<file path="src/rtl/jtcop_mcu_bridge_if.sv">
// Main-CPU side bus of the 68000 <-> i8751 bridge.
//   main_wr/main_din/main_dsn : one-cycle write strobe, data, active-low byte strobes {UDSn,LDSn}
//   main_rd                   : one-cycle read strobe, acknowledges the response word
//   mcu_dout/dout_rdy         : response word from the MCU and its "new data" flag
//   main_busy                 : command FIFO full
// master = main CPU decode, slave = bridge.
interface jtcop_mcu_bridge_if;
  logic        main_wr;
  logic [15:0] main_din;
  logic [1:0]  main_dsn;
  logic        main_rd;
  logic [15:0] mcu_dout;
  logic        dout_rdy;
  logic        main_busy;

  modport master (output main_wr, main_din, main_dsn, main_rd,
                  input  mcu_dout, dout_rdy, main_busy);
  modport slave  (input  main_wr, main_din, main_dsn, main_rd,
                  output mcu_dout, dout_rdy, main_busy);
endinterface

</file>
<file path="src/rtl/jtcop_mcu_bridge.sv">
// Buffered handshake bridge between the Dec0/Cop 68000 and the i8751 protection MCU.
//   - DEPTH-word command FIFO (main -> MCU), drained byte-wise through P0 on
//     rising edges of P2[4] (high byte, peek) and P2[5] (low byte, pop).
//   - Response register (MCU -> main) loaded on rising P2[6] (low) / P2[7] (high, flags ready).
//   - INT1 to the MCU while the FIFO holds data and P2[3] enables it.
// Ports:
//   clk, rst           : clock, asynchronous active-low reset
//   bus (slave)        : main CPU side, see jtcop_mcu_bridge_if
//   p0_o, p2_o         : MCU port outputs
//   p0_i, int1n        : MCU port 0 input, INT1 (active low)
//   ovf_cnt            : dropped-write counter
// Optional feature macro: JTCOP_MCU_OVF_EN enables the saturating ovf_cnt counter;
// without it ovf_cnt is tied to zero.
// DEPTH must be a power of two (>=2) and AW = log2(DEPTH).
module jtcop_mcu_bridge #(
  parameter int DEPTH = 4,
  parameter int AW    = 2
) (
  input  logic                    clk,
  input  logic                    rst,
  jtcop_mcu_bridge_if.slave       bus,
  input  logic [7:0]              p0_o,
  input  logic [7:0]              p2_o,
  output logic [7:0]              p0_i,
  output logic                    int1n,
  output logic [7:0]              ovf_cnt
);

  logic [15:0]   r_mem [DEPTH];
  logic [AW-1:0] r_wr_ptr, r_rd_ptr;
  logic [AW:0]   r_count, w_cnt_nxt;
  logic [7:0]    r_p2l, r_p0_i;
  logic [15:0]   r_dout;
  logic          r_dout_rdy, r_int1n, r_busy;

  logic [7:0]    w_rise;
  logic          w_full, w_empty, w_pop, w_push, w_drop;
  logic [15:0]   w_wdata, w_head;

  assign w_rise  = p2_o & ~r_p2l;
  assign w_full  = r_count == (AW+1)'(DEPTH);
  assign w_empty = r_count == '0;
  assign w_pop   = w_rise[5] & ~w_empty;
  // A pop in the same cycle frees a slot, so a write into a full FIFO still lands.
  assign w_push  = bus.main_wr & (~w_full | w_pop);
  assign w_drop  = bus.main_wr & ~w_push;
  assign w_wdata = {bus.main_dsn[1] ? 8'h00 : bus.main_din[15:8],
                    bus.main_dsn[0] ? 8'h00 : bus.main_din[7:0]};
  assign w_head  = r_mem[r_rd_ptr];

  // P2[0..3] edges are not used; P2[3] is a level enable.
  logic w_unused;
  assign w_unused = &{1'b0, w_rise[3:0]};

  always_comb begin
    w_cnt_nxt = r_count;
    if (w_push && !w_pop)      w_cnt_nxt = r_count + (AW+1)'(1);
    else if (!w_push && w_pop) w_cnt_nxt = r_count - (AW+1)'(1);
  end

  // Storage needs no reset: pointers/count define what is valid.
  always_ff @(posedge clk)
    if (w_push) r_mem[r_wr_ptr] <= w_wdata;

  always_ff @(posedge clk or negedge rst) begin
    if (!rst) begin
      r_wr_ptr <= '0;
      r_rd_ptr <= '0;
      r_count  <= '0;
      r_p2l    <= 8'hFF;  // no false edge on the first cycle out of reset
      r_p0_i   <= 8'hFF;
      r_int1n  <= 1'b1;
      r_busy   <= 1'b0;
    end else begin
      r_p2l   <= p2_o;
      r_count <= w_cnt_nxt;
      r_int1n <= ~((w_cnt_nxt != '0) & p2_o[3]);
      r_busy  <= w_cnt_nxt == (AW+1)'(DEPTH);
      if (w_push) r_wr_ptr <= r_wr_ptr + AW'(1);
      if (w_pop)  r_rd_ptr <= r_rd_ptr + AW'(1);
      // Low-byte strobe wins P0 when both edges arrive together.
      if (w_rise[5])      r_p0_i <= w_empty ? 8'hFF : w_head[7:0];
      else if (w_rise[4]) r_p0_i <= w_empty ? 8'hFF : w_head[15:8];
    end
  end

  always_ff @(posedge clk or negedge rst) begin
    if (!rst) begin
      r_dout     <= 16'h0000;
      r_dout_rdy <= 1'b0;
    end else begin
      if (w_rise[6]) r_dout[7:0]  <= p0_o;
      if (w_rise[7]) r_dout[15:8] <= p0_o;
      if (w_rise[7])        r_dout_rdy <= 1'b1;  // set beats a same-cycle read
      else if (bus.main_rd) r_dout_rdy <= 1'b0;
    end
  end

`ifdef JTCOP_MCU_OVF_EN
  logic [7:0] r_ovf;
  always_ff @(posedge clk or negedge rst) begin
    if (!rst)                              r_ovf <= 8'h00;
    else if (w_drop && r_ovf != 8'hFF)     r_ovf <= r_ovf + 8'd1;
    else if (bus.main_rd && !r_dout_rdy)   r_ovf <= 8'h00;
  end
  assign ovf_cnt = r_ovf;
`else
  logic w_unused_ovf;
  assign w_unused_ovf = w_drop;
  assign ovf_cnt      = 8'h00;
`endif

  assign p0_i          = r_p0_i;
  assign int1n         = r_int1n;
  assign bus.mcu_dout  = r_dout;
  assign bus.dout_rdy  = r_dout_rdy;
  assign bus.main_busy = r_busy;

endmodule

</file>
<file path="src/flat_wrapper.sv">
// flat-port wrapper written by rule: the top's interface ports become plain ports
module jtcop_mcu_bridge_flat 
#(
  parameter int DEPTH = 4,
  parameter int AW    = 2
)
  (clk, rst, p0_o, p2_o, p0_i, int1n, ovf_cnt, bus_main_wr, bus_main_din, bus_main_dsn, bus_main_rd, bus_mcu_dout, bus_dout_rdy, bus_main_busy);
  jtcop_mcu_bridge_if bus_i ();
  input  logic clk;
  input  logic rst;
  input  logic [7:0] p0_o;
  input  logic [7:0] p2_o;
  output logic [7:0] p0_i;
  output logic int1n;
  output logic [7:0] ovf_cnt;
  input wire logic [$bits(bus_i.main_wr)-1:0] bus_main_wr;
  input wire logic [$bits(bus_i.main_din)-1:0] bus_main_din;
  input wire logic [$bits(bus_i.main_dsn)-1:0] bus_main_dsn;
  input wire logic [$bits(bus_i.main_rd)-1:0] bus_main_rd;
  output wire logic [$bits(bus_i.mcu_dout)-1:0] bus_mcu_dout;
  output wire logic [$bits(bus_i.dout_rdy)-1:0] bus_dout_rdy;
  output wire logic [$bits(bus_i.main_busy)-1:0] bus_main_busy;
  assign bus_i.main_wr = bus_main_wr;
  assign bus_i.main_din = bus_main_din;
  assign bus_i.main_dsn = bus_main_dsn;
  assign bus_i.main_rd = bus_main_rd;
  assign bus_mcu_dout = bus_i.mcu_dout;
  assign bus_dout_rdy = bus_i.dout_rdy;
  assign bus_main_busy = bus_i.main_busy;
  jtcop_mcu_bridge #(.DEPTH(DEPTH), .AW(AW)) u_core (.clk(clk), .rst(rst), .bus(bus_i), .p0_o(p0_o), .p2_o(p2_o), .p0_i(p0_i), .int1n(int1n), .ovf_cnt(ovf_cnt));
endmodule
</file>
<file path="config.mk">
export PLATFORM = sky130hd
export DESIGN_NAME = jtcop_mcu_bridge_flat
export DESIGN_NICKNAME = d
export VERILOG_FILES = /design/src/rtl/jtcop_mcu_bridge_if.sv /design/src/rtl/jtcop_mcu_bridge.sv /design/src/flat_wrapper.sv
export SDC_FILE = /design/constraint.sdc
export NUM_CORES = 1
export LEC_CHECK = 0
export ABC_AREA = 1
export BUFFER_PORTS_ARGS = -buffer_cell sky130_fd_sc_hd__buf_4
export CAP_MARGIN = 15
export CORE_UTILIZATION = 50
export DETAILED_ROUTE_END_ITERATION = 8
export PLACE_DENSITY = 0.75
export SLEW_MARGIN = 20
export SYNTH_ARGS = -nofsm -noshare
export SYNTH_HDL_FRONTEND = slang
export SYNTH_SLANG_ARGS = --single-unit
</file>
<file path="constraint.sdc">
create_clock -name clk -period 2.62 [get_ports clk]
set_clock_uncertainty 0.05 [all_clocks]
set_input_delay 0.131 -clock clk [delete_from_list [all_inputs] [get_ports clk]]
set_output_delay 0.131 -clock clk [all_outputs]
set_load 0.03 [all_outputs]
</file>
==> results_dict.tcl, run 1 <==
set metrics [dict create \
    first_global_vias 2830 \
    period_share_pct 67.12 \
    final_nets 528 \
    intPower_mw 3.153 \
    hpwl_mm 5.425 \
    areaGrowthSynthToFinish_pct 19.32 \
    clock_latency_ps 360 \
    cts_setup_buffers 0 \
    max_slew_margin_pct 64.58 \
    synthSimpleGateAreaFrac_pct 13.70 \
    ys_warn_count 0 \
    ctsHtreeMaxLevel 3 \
    ctsHoldBuffers 12 \
    path_cells "inv_1 > ha_1 > nand2_1 > o21ai_4 > nor2_1 > buf_4" \
    io_pins 73 \
    crit_fanout 16 \
    vias 2991 \
    gr-usage-all-layers_pct 20.25 \
    drc 0 \
    cts.clk_slew.worst_paths_ps 90 \
    p_comb_share_pct 33.4 \
    cts_made_buffers 9 \
    syn-cell-area_mm2 0.004358 \
    powerDensity_mw_per_mm2 946.1 \
    postSynthCellCount 408 \
    crit_buf_inv 2 \
    gp_congestion 0.8019 \
    hold_class "primary input to register" \
    drive_gt1_share_pct 21.52 \
    synthDistinctLibCells 24 \
    port_buffers 61 \
    cts_resized 0 \
    die_w_um 95.36 \
    drv_cap 0 \
    layout_min_cycle_time_ps 1758 \
    rows 33 \
    worst_pin_slew_ps 530.6 \
    routed_via_density 5.044 \
    die_area_mm2 0.009094 \
    ys_seq_area_share_pct 66.29 \
    dr.first_iter.drc_count 196 \
    synthAdderAreaFrac_pct 2.010 \
    setup_viol 0 \
    hold_viol 0 \
    wl_per_cell_um 14.28 \
    critPathSlowestCell "dfrtp_1" \
    ant_nets 0 \
    start_util_pct 52.25 \
    clock_sinks 102 \
    critical_path.top_delay_family "flip-flops" \
    drt_first_pass_iters 4 \
    cp-end-kind "register" \
    p_sw_share_pct 35.92 \
    slew_violations 0 \
    ys_ff_latch 102 \
    synth_top_family_by_area "simple AND/OR/NAND/NOR gates" \
    cp_data_arrival_time_ps 1750 \
    total_leakage_power_nw 2.310 \
    fill_cells 675 \
    antenna_found_initial 0 \
    place_ws_ps 871.2 \
    worstSetupPathType "register to register" \
    cts_max_path_buffers 2 \
    avgSynthCellArea_um2 10.68 \
    cts_tree "built" \
    power_frac_seq_pct 47.2 \
    clkPwrFrac_pct 19.4 \
    diodes 0 \
    cts_root_buf "clkbuf_8" \
    drt-total-wl_mm 8.471 \
    status "finished, final reports clean" \
    worstPathRequired_ps 2610 \
    synth_xor_area_share_pct 0.6029 \
    core_mm2 0.008341 \
    peakVddDrop_uv 548.7 \
    final.setup.tns_ps 0 \
    synthMuxAreaShare_pct 0 \
    overflow 0 \
    p_sw_mw 1.767 \
    grt_max_degree 39 \
    die_h_um 95.36 \
    fin_ws_ps 861.5 \
    cp_slowest_stage_delay_ps 400 \
    grt_pass1_wl_mm 13.48 \
    synth-compound-area-share_pct 8.987 \
    critPathLaunchType "register" \
    rsz0062_at_grt "no" \
    fmax_mhz 568.7 \
]
-- per-stage QoR --
step	instance area, um^2	hold WS (ps)	cells	utilization, %	power, mW
after floorplan	4384	-214.6	415	-	3.490
after global placement	4881	75.14	565	58.52	3.913
after detailed placement	4881	81.36	565	58.52	3.989
after CTS	5200	6.331	593	62.35	4.963
after global routing	5200	12.92	593	62.35	5.246
final	5200	19.32	593	62.35	4.919
-- cells by family after synthesis --
logic type / after synthesis
XOR/XNOR: 3
AND/OR/NAND/NOR: 146
adder cells (fa/ha/maj): 7
buffers and inverters: 81
flip-flops: 102
AO/OA/AOI/OAI: 68
other: 1
-- final cells by class --
| type | instances | area, um^2 | share of cell area [%] |
|---|---|---|---|
| clock inverter | 2 | 13.76 | 0.2647 |
| sequential | 102 | 2889 | 55.56 |
| timing repair buffer | 80 | 630.6 | 12.13 |
| multi-input combinational | 232 | 1132 | 21.78 |
| tap | 105 | 131.4 | 2.526 |
| inverter | 58 | 217.7 | 4.187 |
| clock buffer | 14 | 185.2 | 3.561 |
-- cells in the final DEF, fill, tap and decap left out, types with 3 or more instances in the layout --
cell type      synthesis  layout
buf_4                 14      68
nand2_1               67      67
inv_1                 55      55
dfrtp_1               25      25
o211ai_1              16      16
nand3_1               14      14
dlygate4sd3_1          0      12
o21ai_0               49      49
ha_1                   7       7
clkbuf_8               0      11
conb_1                 1       8
inv_2                  3       3
dfstp_2               13      13
nor2_1                58      58
edfxtp_1              64      64
-- registers in the layout, indices dropped and copies added (netlist names) --
signal / count
u_core.bus.dout_rdy: 1
u_core.bus.main_busy: 1
u_core.bus.mcu_dout: 16
u_core.int1n: 1
u_core.p0_i: 8
u_core.r_count: 3
u_core.r_mem: 64
u_core.r_p2l: 4
u_core.r_rd_ptr: 2
u_core.r_wr_ptr: 2
-- worst min-delay path: stages --
cell	delay, ps
buf_4	110
inv_1	70
o21ai_0	80
-- worst paths after layout --
path	startpoint	to	slack, ps	cells past startpoint
max	u_core.r_count[0]	u_core.r_mem[1][1]	860	6
min	p0_o[5]	u_core.bus.mcu_dout[13]	20	3
max reg2reg	u_core.r_count[0]	u_core.r_mem[1][1]	860	6
min reg2reg	u_core.p0_i[0]	u_core.p0_i[0]	440	2
max in group asynchronous	rst	u_core.p0_i[5]	1920	2
min in group asynchronous	rst	u_core.bus.main_busy	230	2
-- metal layers --
metal	up-vias	wire, um	track usage (%)
li1	1464	-	-
met1	1413	3653	24.48
met2	106	4209	35.24
met3	8	493	4.785
met4	0	114	7.197
met5	-	0	0
-- power groups by stage --
stage	sequential [mW]	combinational, mW	clock [mW]
floorplan	2.51	0.984	0
CTS	2.32	1.66	0.984
detailed placement	2.35	1.64	0
finish	2.32	1.64	0.956
global placement	2.33	1.58	0
global route	2.35	1.84	1.05
-- synth_stat cells --
| library cell | instances | area, um^2 |
|---|---|---|
| dfrtp_1 | 25 | 625.6 |
| inv_2 | 3 | 11.26 |
| buf_4 | 14 | 105.1 |
| o21ai_4 | 1 | 16.27 |
| inv_1 | 55 | 206.5 |
| nand2_1 | 67 | 251.5 |
| o21ai_1 | 1 | 5.000 |
| xnor2_1 | 1 | 8.760 |
| edfxtp_1 | 64 | 1922 |
| nor2_4 | 2 | 22.52 |
| nor2_1 | 58 | 217.7 |
| a21oi_1 | 1 | 5.000 |
| nand4_1 | 2 | 12.51 |
| dfstp_2 | 13 | 341.6 |
| buf_2 | 5 | 25.02 |
| ha_1 | 7 | 87.58 |
| conb_1 | 1 | 3.750 |
| nand3_2 | 1 | 10.01 |
| nand3_1 | 14 | 70.07 |
| o211ai_1 | 16 | 120.1 |
| xor2_1 | 2 | 17.52 |
| nand2_2 | 2 | 12.51 |
| o21ai_0 | 49 | 245.2 |
| clkbuf_1 | 4 | 15.01 |
Note: power is estimated with default switching activity, not from simulation.
==> run 2: changes to the inputs <==
- ABC_AREA: 1 -> 0
- clock period: 2.62 -> 1.8 ns (I/O delays scaled with it)
==> results_dict.tcl, run 2 <==
set metrics [dict create \
    io_pins 73 \
    peakVddDrop_uv 1078 \
    synthDistinctLibCells 33 \
    layout_common_cells "73 x buf_4, 64 x edfxtp_1, 25 x dfrtp_1" \
    grt_pass1_wl_mm 11.88 \
    final.setup.tns_ps 0 \
    ctsHtreeMaxLevel 3 \
    critical_path.startpoint "u_core.r_count[0]" \
    ys_seq_area_share_pct 69.28 \
    cts_made_buffers 9 \
    cp-end-kind "register" \
    first_global_vias 2350 \
    areaGrowthSynthToFinish_pct 23.04 \
    drt_first_pass_iters 4 \
    min_from "bus_main_dsn[1]" \
    rsz0062_at_grt "yes" \
    whs_endpoint "u_core.r_mem[1][14]" \
    worst_pin_slew_ps 807.4 \
    antenna_found_initial 0 \
    synth_ff_type "edfxtp_1" \
    hold_depth 2 \
    syn-cell-area_mm2 0.004170 \
    die_area_mm2 0.008710 \
    crit_fanout 5 \
    fill_cells 569 \
    dr.first_iter.drc_count 113 \
    wl_per_cell_um 17.22 \
    netlist.area_leader.share_pct 46.08 \
    yosys-top-cells-area "edfxtp_1 46%, dfrtp_1 15%, dfstp_2 8.2%" \
    synth_common_cells "64 x edfxtp_1, 25 x dfrtp_1, 18 x nor2b_1, 16 x mux2_2, 13 x dfstp_2" \
    worst-r2r-cell-count 8 \
    final_nets 379 \
    cts_max_path_buffers 2 \
    period_share_pct 92.16 \
    drv_cap 0 \
    start_util_pct 52.87 \
    postSynthCellCount 243 \
    synth_edf_count 64 \
    routed_via_density 5.256 \
    rows 32 \
    status "finished, final reports clean" \
    setup_viol 0 \
    drc 0 \
    place_ws_ps 28.87 \
    overflow 0 \
    reg2reg_from "u_core.r_count[0]" \
    post-synth-top-count-cell "edfxtp_1" \
    cp_data_arrival_time_ps 1890 \
    synthSimpleGateAreaFrac_pct 5.971 \
    m1WireLength_mm 3.387 \
    async_reset_ff_share_pct 37.25 \
    layout_commonest_cell "buf_4" \
    regMostFlops "u_core.r_mem" \
    die_h_um 93.33 \
    clock_sinks 102 \
    core_mm2 0.007888 \
    worstSetupPathType "register to register" \
    final_core_util_pct 65.05 \
    gp_congestion 0.7503 \
    fin_ws_ps 141.1 \
    synthMuxAreaShare_pct 13.92 \
    die_w_um 93.33 \
    synth_xor_area_share_pct 1.050 \
    clock_latency_ps 350 \
    layout_min_cycle_time_ps 1659 \
    ant_nets 0 \
    gr-usage-all-layers_pct 18.90 \
    grt_max_degree 39 \
    cts.clk_slew.worst_paths_ps 100 \
    fin_hold_ws_ps 84.05 \
    hold_class "primary input to register" \
    synthAdderAreaFrac_pct 2.100 \
    r2r_slack_ps 140 \
    rr_endpoint "u_core.bus.main_busy" \
    cts_tree "built" \
    largest_register_ffs 64 \
    hold_viol 0 \
    ys_warn_count 0 \
    critPathLaunchType "register" \
    wl_met2_mm 3.691 \
    total_power_mw 7.274 \
    ys_ff_latch 102 \
    wl_met3_um 390 \
    hpwl_mm 4.816 \
    port_buffers 61 \
    diodes 0 \
    vias 2318 \
    max_slew_margin_pct 46.17 \
    synth_area_leader_cell "edfxtp_1" \
    synth_top_family_by_area "multiplexers" \
    fmax_mhz 602.8 \
    drive_gt1_share_pct 39.82 \
    worstPathRequired_ps 2040 \
    drt-total-wl_mm 7.596 \
    synth-compound-area-share_pct 3.900 \
    cts_root_buf "clkbuf_8" \
    powerDensity_mw_per_mm2 1418 \
    total_leakage_power_nw 2.026 \
    top_layer "met4" \
    slew_violations 0 \
    avgSynthCellArea_um2 17.16 \
]
## run 2: cell types whose count changed in the layout (fill, tap and decap cells not counted), sizes merged, moves of 18 or more
cell   before  now
nand2      69    6
inv        58    6
nor2       60    9
o21ai      51    7
nor2b       0   18
## run 2: kinds of logic after synthesis
| logic type | after synthesis |
|---|---|
| buf+inv | 22 |
| flops | 102 |
| other cells | 1 |
| simple gates | 45 |
| fa+ha+maj | 7 |
| mux | 33 |
| compound gates | 28 |
| xor+xnor | 5 |
## run 2: critical path, cell delays in order (launching register included)
cell      delay, ps
dfrtp_1         400
inv_2            70
ha_2            170
buf_4           120
nand2b_4         60
nand2_2         110
mux2i_1         230
xor2_1          230
nor2b_1         160
## run 2: per-stage QoR
step           cell area (um^2)  std cells
5_1_grt                    5131        441
3_3_place_gp               4736        406
6_report                   5131        441
2_1_floorplan              4202        250
3_5_place_dp               4740        406
4_1_cts                    5080        437
## run 2: worst max path at each step
| stage | cells after the start | endpoint |
|---|---|---|
| 2_1_floorplan | 5 | u_core.r_mem[0][0] |
| 3_3_place_gp | 5 | u_core.r_mem[2][14] |
| 3_5_place_dp | 5 | u_core.r_mem[2][14] |
| 4_1_cts | 8 | u_core.bus.main_busy |
| 5_1_grt | 8 | u_core.bus.main_busy |
| 6_report | 8 | u_core.bus.main_busy |
## run 2: power breakdown
part	switching (mW)	internal, mW
Combinational	1.37	1.20
Sequential	0.188	3.13
Clock	0.746	0.639
## run 2: what timing repair did
action | in CTS | in global routing
hold buffers | 15 | 0
resized for setup | 0 | 9
setup buffers | 0 | 4
hold endpoints to repair | 58 | 0
endpoints found under the setup margin | 0 | 73
## run 2: metal layers
layer | GRT usage (%) | vias to the layer above
met4 | 7.436 | 0
met2 | 31.99 | 78
met5 | 0 | -
li1 | - | 1074
met3 | 3.415 | 13
met1 | 24.35 | 1153
## run 2: area by class of cell
class	instances	area (um^2)	area share [%]
repair buffers	89	718.2	14.00
clock inverters	6	62.56	1.219
multi-input cells	126	1184	23.07
well taps	102	127.6	2.487
flip-flops and latches	102	2889	56.30
inverters	6	22.52	0.4389
clock buffers	10	127.6	2.487
==> run 3: changes to the inputs <==
- GPL_TIMING_DRIVEN: not set -> 0
- HOLD_SLACK_MARGIN: not set -> 0.02
==> results_dict.tcl, run 3 (synthesis gave the netlist of run 2 again) <==
set metrics [dict create \
    areaGrowthSynthToFinish_pct 23.22 \
    max_slew_margin_pct 61.88 \
    drc 0 \
    met1_usage_pct 24.55 \
    worstSetupPathType "register to register" \
    critPathSlowestCell "dfrtp_1" \
    gp_congestion 0.7134 \
    peakVddDrop_uv 926.7 \
    vias 2333 \
    status "finished, final reports clean" \
    die_w_um 93.33 \
    rsz0062_at_grt "no" \
    drt_first_pass_iters 4 \
    crit_buf_inv 1 \
    drv_cap 0 \
    fill_cells 580 \
    rows 32 \
    regMostFlops "u_core.r_mem" \
    port_buffers 61 \
    layout_commonest_cell "buf_4" \
    die_h_um 93.33 \
    clock_sinks 102 \
    seq_area_mm2 0.002889 \
    final_nets 386 \
    critPathLaunchType "register" \
    path_cells "inv_2 > ha_2 > nand2_1 > o21a_2 > and2_4" \
    crit_fanout 11 \
    final_core_util_pct 65.15 \
    cp_data_arrival_time_ps 1690 \
    die_area_mm2 0.008710 \
    period_share_pct 93.58 \
    dr.first_iter.drc_count 120 \
    cts_root_buf "clkbuf_8" \
    drive_gt1_share_pct 39.88 \
    setup_viol 0 \
    diodes 0 \
    hpwl_mm 5.028 \
    routed_via_density 5.208 \
    cp_slowest_stage_delay_ps 390 \
    total_leakage_power_nw 2.038 \
    cts_tree "built" \
    cts.clk_slew.worst_paths_ps 80 \
    gr-usage-met3_pct 5.041 \
    cp-end-kind "register" \
    layout_min_cycle_time_ps 1685 \
    hold_class "primary input to register" \
    grt_pass1_wl_mm 12.59 \
    cts_setup_buffers 0 \
    grtUsageMet2_pct 35.72 \
    core_mm2 0.007888 \
    overflow 0 \
    largest_register_ffs 64 \
    fmax_mhz 593.6 \
    total_power_mw 7.094 \
    antenna_found_initial 0 \
    cts_max_path_buffers 2 \
    wl_per_cell_um 17.77 \
    powerDensity_mw_per_mm2 1381 \
    gr-usage-all-layers_pct 20.32 \
    hold_viol 0 \
    ctsHtreeMaxLevel 3 \
    worst_pin_slew_ps 568.0 \
    grt_max_degree 39 \
    io_pins 73 \
    multi_input_area_mm2 0.001202 \
    worstPathRequired_ps 1800 \
    clock_latency_ps 360 \
    slew_violations 0 \
    first_global_vias 2436 \
    ant_nets 0 \
    start_util_pct 52.87 \
    cts_made_buffers 9 \
    critical_path.top_delay_family "flip-flops" \
    drt-total-wl_mm 7.962 \
    layout_common_cells "69 x buf_4, 64 x edfxtp_1, 25 x dfrtp_1" \
    busiest_layer "met2" \
]
[run 3: cell count changes in the layout (fill, tap and decap cells not counted), sizes merged]
cell | before | now
and2 | 4 | 8
clkbuf | 10 | 13
buf | 74 | 75
bufinv | 1 | 0
[run 3: metrics by stage]
step	hold slack, ps	TNS, ps	instance area [um^2]	setup slack (ps)	std cells
global route	60.18	0	5139	3.521	448
finish	67.26	0	5139	115.5	448
detailed placement	34.63	-11090	4787	-182.2	413
global placement	34.04	-9337	4787	-150.5	413
floorplan	-255.6	0	4202	143.6	250
CTS	62.95	0	5132	6.721	448
[run 3: path summary, 6_finish.rpt]
| check | startpoint | to | slack (ps) | depth (start not counted) |
|---|---|---|---|---|
| min in group asynchronous | rst | u_core.r_wr_ptr[1] | 200 | 2 |
| hold reg to reg | u_core.p0_i[1] | u_core.p0_i[1] | 460 | 2 |
| setup / recovery | u_core.r_count[0] | u_core.r_mem[3][12] | 120 | 5 |
| max in group asynchronous | rst | u_core.p0_i[7] | 1130 | 2 |
| setup reg to reg | u_core.r_count[0] | u_core.r_mem[3][12] | 120 | 5 |
| hold / removal | bus_main_wr | u_core.r_count[0] | 70 | 3 |
[run 3: metal layers]
| metal | wire length, um | up-vias | part of all wire, % |
|---|---|---|---|
| met4 | 92 | 0 | 1.2 |
| met3 | 487 | 8 | 6.1 |
| li1 | - | 1097 | - |
| met5 | 0 | - | 0 |
| met2 | 4089 | 83 | 51 |
| met1 | 3292 | 1145 | 41 |
[run 3: repair_timing]
| action | 4_1_cts | 5_1_grt |
|---|---|---|
| pin swaps | 4 | 2 |
| endpoints found under the setup margin | 64 | 64 |
| hold buffers | 15 | 0 |
| resized for setup | 6 | 7 |
| cloned | 4 | 0 |
| endpoints found under the hold margin | 60 | 0 |
[run 3: layout make-up]
class                   count  area share [%]
multi-input cells         130           23.40
inverters                   6          0.4383
clock inverters             5          0.5113
plain buffers              16           2.557
repair buffers             76           11.83
flip-flops and latches    102           56.22
clock buffers              11           2.557
well taps                 102           2.484
[run 3: where the power goes]
group          internal (mW)  switching, mW  leakage [nW]
logic                   1.16           1.39         0.928
registers               3.13          0.213          1.03
clock network          0.492          0.706        0.0783
[run 3: worst reg2reg max path: stages, from the launching register on]
cell and delay, ps:
dfrtp_1 390, inv_2 70, ha_2 200, nand2_1 100, o21a_2 280, and2_4 290
